**src/rtl/allpass_cfg_sequencer.sv**
```systemverilog
// Shadowed tau/gain configuration for an allpass bank, applied one filter at a time on a sample boundary.
// Optional feature macro: ALLPASS_CFG_CLAMP_EN clamps tau/gain into the stable range on write.
`ifndef FIXED_POINT
`define FIXED_POINT 16
`endif
`ifndef MAX_FILTER_FIFO_LENGTH
`define MAX_FILTER_FIFO_LENGTH 4096
`endif

module allpass_cfg_sequencer #(
  parameter int N_FILTERS     = 4,
  parameter int WIDTH         = 24,
  parameter int MAXLEN        = `MAX_FILTER_FIFO_LENGTH,
  parameter int STROBE_CYCLES = 2,
  parameter int IDXW          = (N_FILTERS > 1) ? $clog2(N_FILTERS) : 1,
  localparam int WORD         = WIDTH + `FIXED_POINT
) (
  input  logic                      clk_i,
  input  logic                      rst_i,
  input  logic                      sample_tick_i,
  input  logic                      cfg_valid_i,
  output logic                      cfg_ready_o,
  input  logic [IDXW-1:0]           cfg_idx_i,
  input  logic [WORD-1:0]           cfg_tau_i,
  input  logic [WORD-1:0]           cfg_gain_i,
  input  logic                      commit_i,
  output logic                      busy_o,
  output logic [N_FILTERS-1:0]      pending_o,
  output logic [N_FILTERS*WORD-1:0] ap_tau_o,
  output logic [N_FILTERS*WORD-1:0] ap_gain_o,
  output logic [N_FILTERS-1:0]      ap_write_o
);

  localparam int CW = (STROBE_CYCLES > 1) ? $clog2(STROBE_CYCLES) : 1;

  typedef enum logic [2:0] {
    S_IDLE, S_WAIT, S_SETUP, S_STROBE, S_RELEASE, S_DONE
  } state_e;

  state_e                    state_q;
  logic [N_FILTERS-1:0]      pending_q;
  logic [N_FILTERS-1:0]      ap_write_q;
  logic [N_FILTERS*WORD-1:0] ap_tau_q;
  logic [N_FILTERS*WORD-1:0] ap_gain_q;
  logic [WORD-1:0]           sh_tau_q  [N_FILTERS];
  logic [WORD-1:0]           sh_gain_q [N_FILTERS];
  logic [IDXW-1:0]           sel_q;
  logic [CW-1:0]             cnt_q;
  logic                      latch_q;

  logic                 in_apply;
  logic                 xfer;
  logic [N_FILTERS-1:0] wr_mask;
  logic [N_FILTERS-1:0] pend_wr;
  logic [IDXW-1:0]      nxt_sel;
  logic [WORD-1:0]      wr_tau;
  logic [WORD-1:0]      wr_gain;
  logic [WORD-1:0]      ld_tau;
  logic [WORD-1:0]      ld_gain;

`ifdef ALLPASS_CFG_CLAMP_EN
  localparam logic [WORD-1:0] TAU_MAX = WORD'(MAXLEN - 1);
  localparam logic signed [WORD-1:0] G_MAX =
    WORD'((64'd1 << `FIXED_POINT) - 64'd1);
  localparam logic signed [WORD-1:0] G_MIN = -G_MAX;

  always_comb begin
    wr_tau  = cfg_tau_i;
    wr_gain = cfg_gain_i;
    if (cfg_tau_i == '0)
      wr_tau = WORD'(1);
    else if (cfg_tau_i > TAU_MAX)
      wr_tau = TAU_MAX;
    if ($signed(cfg_gain_i) > G_MAX)
      wr_gain = G_MAX;
    else if ($signed(cfg_gain_i) < G_MIN)
      wr_gain = G_MIN;
  end
`else
  always_comb begin
    wr_tau  = cfg_tau_i;
    wr_gain = cfg_gain_i;
  end
`endif

  always_comb begin
    in_apply = (state_q == S_SETUP) || (state_q == S_STROBE) ||
               (state_q == S_RELEASE);
    cfg_ready_o = !in_apply;
    xfer = cfg_valid_i && cfg_ready_o;
    for (int i = 0; i < N_FILTERS; i++)
      wr_mask[i] = xfer && (cfg_idx_i == IDXW'(i));
    pend_wr = pending_q | wr_mask;
    nxt_sel = '0;
    for (int i = N_FILTERS - 1; i >= 0; i--)
      if (pend_wr[i]) nxt_sel = IDXW'(i);
    // A word landing in the same cycle as the tick must reach the bus
    ld_tau  = wr_mask[nxt_sel] ? wr_tau  : sh_tau_q[nxt_sel];
    ld_gain = wr_mask[nxt_sel] ? wr_gain : sh_gain_q[nxt_sel];
  end

  always_ff @(posedge clk_i or posedge rst_i) begin
    if (rst_i) begin
      for (int i = 0; i < N_FILTERS; i++) begin
        sh_tau_q[i]  <= '0;
        sh_gain_q[i] <= '0;
      end
    end else begin
      for (int i = 0; i < N_FILTERS; i++) begin
        if (wr_mask[i]) begin
          sh_tau_q[i]  <= wr_tau;
          sh_gain_q[i] <= wr_gain;
        end
      end
    end
  end

  always_ff @(posedge clk_i or posedge rst_i) begin
    if (rst_i) begin
      state_q    <= S_IDLE;
      pending_q  <= '0;
      ap_write_q <= '0;
      ap_tau_q   <= '0;
      ap_gain_q  <= '0;
      sel_q      <= '0;
      cnt_q      <= '0;
      latch_q    <= 1'b0;
    end else begin
      pending_q <= pend_wr;
      if (commit_i && state_q != S_IDLE)
        latch_q <= 1'b1;
      unique case (state_q)
        S_IDLE: begin
          if (commit_i && |pend_wr)
            state_q <= S_WAIT;
        end
        S_WAIT: begin
          if (sample_tick_i) begin
            sel_q <= nxt_sel;
            ap_tau_q[nxt_sel*WORD +: WORD]  <= ld_tau;
            ap_gain_q[nxt_sel*WORD +: WORD] <= ld_gain;
            state_q <= S_SETUP;
          end
        end
        S_SETUP: begin
          ap_write_q[sel_q] <= 1'b1;
          cnt_q   <= '0;
          state_q <= S_STROBE;
        end
        S_STROBE: begin
          if (cnt_q == CW'(STROBE_CYCLES - 1)) begin
            ap_write_q <= '0;
            pending_q[sel_q] <= 1'b0;
            state_q <= S_RELEASE;
          end else begin
            cnt_q <= cnt_q + 1'b1;
          end
        end
        S_RELEASE: begin
          if (|pending_q) begin
            sel_q <= nxt_sel;
            ap_tau_q[nxt_sel*WORD +: WORD]  <= ld_tau;
            ap_gain_q[nxt_sel*WORD +: WORD] <= ld_gain;
            state_q <= S_SETUP;
          end else begin
            state_q <= S_DONE;
          end
        end
        S_DONE: begin
          latch_q <= 1'b0;
          if ((latch_q || commit_i) && |pend_wr)
            state_q <= S_WAIT;
          else
            state_q <= S_IDLE;
        end
        default: state_q <= S_IDLE;
      endcase
    end
  end

  assign busy_o     = (state_q != S_IDLE);
  assign pending_o  = pending_q;
  assign ap_tau_o   = ap_tau_q;
  assign ap_gain_o  = ap_gain_q;
  assign ap_write_o = ap_write_q;

endmodule

```
**config.mk**
```make
export PLATFORM = sky130hd
export DESIGN_NAME = allpass_cfg_sequencer
export DESIGN_NICKNAME = d
export VERILOG_FILES = /design/src/rtl/allpass_cfg_sequencer.sv
export SDC_FILE = /design/constraint.sdc
export NUM_CORES = 2
export LEC_CHECK = 0
export CELL_PAD_IN_SITES_DETAIL_PLACEMENT = 1
export CELL_PAD_IN_SITES_GLOBAL_PLACEMENT = 2
export CORE_MARGIN = 5
export CORE_UTILIZATION = 37
export DETAILED_ROUTE_END_ITERATION = 10
export GPL_TIMING_DRIVEN = 0
export MAX_ROUTING_LAYER = met4
export PLACE_DENSITY_LB_ADDON = 0.3
export SLEW_MARGIN = 10
export SYNTH_ARGS = -nofsm -noshare
export SYNTH_HDL_FRONTEND = slang
export SYNTH_SLANG_ARGS = --single-unit
```
**constraint.sdc**
```tcl
create_clock -name clk_i -period 23.1 [get_ports clk_i]
set_input_delay 2.31 -clock clk_i [delete_from_list [all_inputs] [get_ports clk_i]]
set_output_delay 2.31 -clock clk_i [all_outputs]
set_load 0.02 [all_outputs]
```
### Word level (Yosys, flattened, before mapping)

Cells that the tools add are included.
Widths: inputs -> output; s select.

| operators by class | value |
|---|---|
| add/subtract/negate cells | 2 |
| multiply operators | 1 |
| magnitude comparators | 4 |
| equality and inequality tests | 12 |
| shifts and indexed selects | 3 |
| multiplexer cells | 41 |
| bitwise logic cells | 5 |
| reduce and logical (&&, ||, !) cells | 24 |

Operators with widths:

| cell | count |
|---|---|
| $mux 160 | 4 |
| $pmux 160 s2 | 2 |
| $bwmux 160 | 2 |
| $shiftx 40x34->160 | 2 |
| $mux 40 | 6 |
| $bmux 40 s2 | 2 |
| $shift 40x34->160 const A | 1 |
| $neg 8->34 | 1 |
| $pmux 3 s6 | 1 |
| $mux 2 | 6 |
| $mux 3 | 4 |
| $mux 4 | 3 |
| $logic_and 1x1->1 | 9 |
| $or 4x4->4 | 2 |
| $pmux 4 s2 | 1 |
| $reduce_or 4->1 | 2 |
| $eq 3x2->1 const B | 2 |
| $eq 3x3->1 const B | 2 |
| $lt 2x3->1 const B | 2 |
| $mux 1 | 6 |
| $ne 2x2->1 const B | 3 |
| $reduce_and 3->1 | 2 |
| $reduce_bool 2->1 | 3 |
| $mul 2x3->5 const B | 1 |
| 20 further kinds | 23 |

| storage, ports and cells | value |
|---|---|
| register bits | 655 |
| output and inout port bits | 330 |

### Depth between registers and ports, before layout

| logic depth | value |
|---|---|
| word-level depth | 20 |
| gate-level depth with buffers | 19 |
| gate-level depth less buffers | 12 |

### Worst setup path before layout

Ideal clock, no wire load.

| path | value |
|---|---|
| path kind | input port to flip-flop |
| start | input port cfg_idx_i[0] |
| end | register ap_gain_q[40], in the netlist ap_gain_o[40] |
| library setup time | 0.087 ns |
| arrival | 6.211 ns |
| setup slack | 16.801 ns |
| cell stages on the path | 16 |
| buffers on the path | 6 |
| path through | clkbuf_1 a21boi_0 a41oi_2 a21boi_2 buf_4 buf_2 buf_2 buf_2 ha_1 clkbuf_1 nand3_1 nor3_1 nand2_1 nor2_1 a32oi_1 o211ai_1 |

| on the way | value |
|---|---|
| word-level cells in the longest chain between the ends | 16 |

Ends and longest elaborated chain:

| what | line | RTL |
|---|---|---|
| from (decl) | 23 | `input logic [IDXW-1:0] cfg_idx_i,` |
| $eq 2x2->1 | 92 | `wr_mask[i] = xfer && (cfg_idx_i == IDXW'(i));` |
| $logic_and 1x1->1 | 92 |  |
| $or 4x4->4 * | 93 | `pend_wr = pending_q \| wr_mask;` |
| $mux 2 (3 in a row) | 96 | `if (pend_wr[i]) nxt_sel = IDXW'(i);` |
| $mux 2 * | 96 |  |
| named net nxt_sel[0] | 55 | `logic [IDXW-1:0] nxt_sel;` |
| branches (longest 6 deep; another with $neg 8->34) | - |  |
| $bwmux 160 * | 141, 163 |  |
| $mux 160 (on tied branches) | 160, 138 |  |
| $pmux 160 s2 * | 132 | `unique case (state_q)` |
| to (signal, indexed assignment) | 141 | `ap_gain_q[nxt_sel*WORD +: WORD] <= ld_gain;` |
| to (signal, indexed assignment) | 163 | `ap_gain_q[nxt_sel*WORD +: WORD] <= ld_gain;` |
| to (decl) | 44 | `logic [N_FILTERS*WORD-1:0] ap_gain_q;` |

Mark *: on every way through the listed nets, which the timed path passes. The select of a mux whose other input is x is not followed.
A chain may end at the register's enable or synchronous reset.

### Worst setup path in the final report

| path | value |
|---|---|
| start | input port cfg_idx_i[1] |
| end | register ap_gain_q[112], in the netlist ap_gain_o[112] |

| on the way | value |
|---|---|
| word-level cells in the longest chain between the ends | 16 |

Ends and longest elaborated chain:

| what | line |
|---|---|
| branches (longest 13 deep; another with $neg 8->34) | - |
| $bwmux 160 * | 141, 163 |
| $mux 160 (on tied branches) | 160, 138 |
| $pmux 160 s2 * | 132 |

Mark *: on every way between the ends. The select of a mux whose other input is x is not followed.

==> summary.md <==
| Metric | Value |
|---|---|
| DR vias/cell | `between 6 and 7` |
| Reg2reg end | `ap_gain_o[41]$_DFFE_PP0P_` |
| Syn Area/Cell | `between 10 and 15 um2` |
| Syn Std Cell Area | `31200 um2` |
| Setup Skew | `~27 ps` |
| Leakage | `16.5 nW` |
| Routed wire length | `around 160000 um` |
| Layout cells sized above 1 | `17.4%` |
| YS warnings | `0` |
| Hold path startpoint | `ap_tau_o[156]$_DFFE_PP0P_` |
| Worst path required time | `roughly 24000 ps` |
| Worst-Margin Slew | `approximately 1300 ps` |
| Tot GR Track Use | `34.8%` |
| Pin count of the biggest net entering global routing | `120` |
| FFs w/ async S/R, synth | `100%` |
| Area grow syn2layout | `26.5%` |
| # DRC | `0` |
| Reg-to-reg slack, setup | `~16000 ps` |
| Clock buffer depth | `3` |
| RSZ-0062 raised after global routing | `false` |
| Worst Hold End | `ap_tau_o[156]$_DFFE_PP0P_` |
| Critical path type | `in -> reg` |
| Seq cells post-synth | `around 660` |
| Final Util | `47.2%` |
| IO Pins | `roughly 420` |
| Startpoint types | `input port` |
| GP Congestion | `~0.96` |
| Crit Path Max Fanout | `12` |
| CP arrival | `about 9000 ps` |
| Ratio of final minimum period to clock period | `36.3%` |
| Wire per inst | `34.9 um` |
| Final worst slack | `14710 ps` |
| R2R cell count | `15` |
| Clock-pin slew on the worst setup and hold paths | `60 ps` |
| TritonCTS Buffers | `74` |
| VDD IR max | `roughly 70 uV` |
| Status | `finished, final reports clean` |
| Cell row count | `106` |
| Antenna violations before repair | `7` |
| Min-Delay Path Class | `reg -> reg` |
| Fin. max-slew vios | `0` |
| Final Critical Period | `8390 ps` |
| Clock Tree Root | `clkbuf_16` |
| Vias in the first global route | `between 20000 and 30000` |
| # hold bufs at CTS | `0` |
| Core area | `approximately 84000 um2` |
| Via count | `28300` |
| Synth Flop Type | `dfrtp_1` |
| PortBufs | `413` |
| Library cells used by synthesis | `79` |
| Worst R2R Start | `state_q[2]$_DFFE_PP0P_` |
| DR iter-0 viols | `2576` |
| Clk_lat worst skew | `~640 ps` |
| Cells after synthesis | `2807` |
| Max cap viols | `0` |
| Sequential fraction of the synthesis area | `52.5%` |
| First-pass iteration count of the detailed router | `5` |
| Layout Nets | `3399` |
| CTS tree | `built` |
| Critical Path Sink Type | `flop` |
| Placed Cells | `4365` |
| Pwr dens | `around 190 nW/um2` |
| Fin cells | `4504` |
| Hpwl dp | `roughly 120000 um` |
| Worst rel slew slack | `about 14%` |
| Post-synthesis net count | `2899` |
| Post-synth EDFFs | `0` |
| Worst Hold Depth | `2` |
| CTS resizes | `0` |
| Setup violations, final | `0` |
| Fin. Hold Viols | `0` |
| Initial Util | `between 30% and 40%` |
| Dpl ws | `14220 ps` |
| DRT antenna net count | `0` |
| Fmax | `0.119 GHz` |
| Die height | `300 um` |
| CTS sink count | `around 660` |
| H-tree levels | `3` |
| Chip Width | `approximately 300 um` |
| GR Overflow Total | `0` |
| Area of the die | `90300 um2` |
| # Post-CTS Setup Buffers | `0` |
| First-pass GRT wire length | `~220000 um` |
cell usage in the layout (no fill, tap or decap), types with 7 or more instances in the layout:
cell | netlist | routed
a22oi_1 | 17 | 17
clkinv_2 | 0 | 12
and2_1 | 7 | 7
and3_1 | 12 | 12
a221o_1 | 61 | 61
o211ai_1 | 23 | 23
buf_1 | 20 | 20
a31oi_1 | 20 | 19
a21oi_1 | 77 | 76
nand2_1 | 291 | 291
a32oi_1 | 10 | 10
buf_2 | 63 | 63
nand3_1 | 40 | 40
dfrtp_1 | 655 | 655
a221oi_1 | 51 | 49
buf_4 | 6 | 9
buf_6 | 7 | 9
clkdlybuf4s50_1 | 0 | 413
nor3_1 | 29 | 28
o21ai_1 | 8 | 8
o22a_1 | 69 | 69
a21o_1 | 12 | 12
nor2_1 | 219 | 219
o21a_1 | 13 | 13
a211oi_1 | 28 | 28
a21boi_0 | 12 | 12
mux2i_1 | 76 | 76
a22o_1 | 46 | 46
o21ai_0 | 149 | 148
inv_1 | 13 | 12
clkbuf_16 | 0 | 75
mux2_2 | 342 | 342
a2bb2oi_1 | 15 | 15
o22ai_1 | 27 | 27
clkbuf_8 | 0 | 14
o32a_1 | 13 | 13
o221ai_1 | 120 | 120
clkbuf_1 | 142 | 163
worst max-delay path by stage:
stage / cells after the start / from / endpoint
detailed placement: 16 / cfg_idx_i[1] / ap_gain_o[133]$_DFFE_PP0P_
floorplan: 1 / rst_i / ap_gain_o[0]$_DFFE_PP0P_
global placement: 2 / rst_i / sh_gain_q[28]$_DFFE_PP0P_
CTS: 16 / cfg_idx_i[1] / ap_gain_o[133]$_DFFE_PP0P_
global route: 17 / cfg_idx_i[1] / ap_tau_o[115]$_DFFE_PP0P_
finish: 17 / cfg_idx_i[1] / ap_gain_o[112]$_DFFE_PP0P_
worst max-delay path, cell delays in order:
cell      delay [ps]
clkbuf_1         340
nand2_1          180
o31ai_2          570
a21boi_2         370
inv_2            190
buf_2            340
buf_1            810
buf_2            470
ha_1             230
clkbuf_1         410
nand2_1          420
or3_1            420
clkbuf_1         250
nor2_1           680
nand2_1          390
buf_2            310
o221ai_1         210
report_power, final:
group / switching, mW / internal, mW
clock network: 0.511 / 0.702
registers: 0.376 / 1.65
logic: 2.81 / 1.36
synthesized netlist by cell type, types with 13 or more instances:
| cell | n | share of area (%) |
|---|---|---|
| o221ai_1 | 120 | 3.4 |
| a211oi_1 | 28 | 0.67 |
| dfrtp_1 | 655 | 53 |
| a221o_1 | 61 | 2.0 |
| mux2i_1 | 76 | 2.4 |
| a21oi_1 | 77 | 1.2 |
| a31oi_1 | 20 | 0.40 |
| buf_2 | 63 | 1.0 |
| mux2_2 | 342 | 12 |
| a2bb2oi_1 | 15 | 0.42 |
| o21a_1 | 13 | 0.31 |
| a22oi_1 | 17 | 0.41 |
| clkbuf_1 | 142 | 1.7 |
| o211ai_1 | 23 | 0.55 |
| a22o_1 | 46 | 1.3 |
| buf_1 | 20 | 0.24 |
| a221oi_1 | 51 | 1.4 |
| o22ai_1 | 27 | 0.54 |
| nor3_1 | 29 | 0.46 |
| nand3_1 | 40 | 0.64 |
| nor2_1 | 219 | 2.6 |
| nand2_1 | 291 | 3.5 |
| o22a_1 | 69 | 1.9 |
| inv_1 | 13 | 0.16 |
| o32a_1 | 13 | 0.42 |
| o21ai_0 | 149 | 2.4 |
metal layers:
layer / vias up / GRT usage, % / routed length (um)
met3: 384 / 5.51 / 10300
li1: 11600 / - / -
met4: 0 / 17.2 / 9190
met5: - / - / 0
met2: 1317 / 56.4 / 75100
met1: 15000 / 42.6 / 62700
layout make-up:
class / instances / area (um2)
flip-flops and latches: 655 / 16400
clock buffers: 110 / 2150
clock inverters: 24 / 285
repair buffers: 424 / 4340
multi-input cells: 1898 / 13800
plain buffers: 238 / 1050
fillers: 8909 / 44200
inverters: 16 / 67.6
well taps: 1134 / 1420
diodes: 5 / 12.5
flip-flops by register name, summed over array words and instances, names as in the netlist:
| name | count |
|---|---|
| state_q | 3 |
| cnt_q | 1 |
| pending_o | 4 |
| sh_gain_q | 160 |
| sh_tau_q | 160 |
| ap_gain_o | 160 |
| ap_write_o | 4 |
| latch_q | 1 |
| ap_tau_o | 160 |
| sel_q | 2 |
logic make-up (layout without fill, tap and decap cells):
| family | Yosys count | count (layout) | share of synthesized area (%) |
|---|---|---|---|
| flops | 655 | 655 | 52.5 |
| other cells | 0 | 5 | 0 |
| compound gates | 837 | 837 | 20.4 |
| fa+ha+maj | 5 | 5 | 0.200 |
| simple gates | 637 | 637 | 8.49 |
| mux | 419 | 419 | 14.8 |
| buf+inv | 254 | 812 | 3.55 |
per-stage QoR:
step / hold slack, ps / cell area (um2) / setup TNS (ps) / total power, mW
finish: 481 / 39500 / 0 / 7.41
floorplan: 471 / 31200 / 0 / 3.99
global placement: 472 / 36800 / -3281780 / 5.96
detailed placement: 474 / 37000 / 0 / 6.08
CTS: 487 / 39500 / 0 / 7.30
global route: 503 / 39500 / 0 / 7.60
No activity file was read; power rests on OpenSTA's default activity.
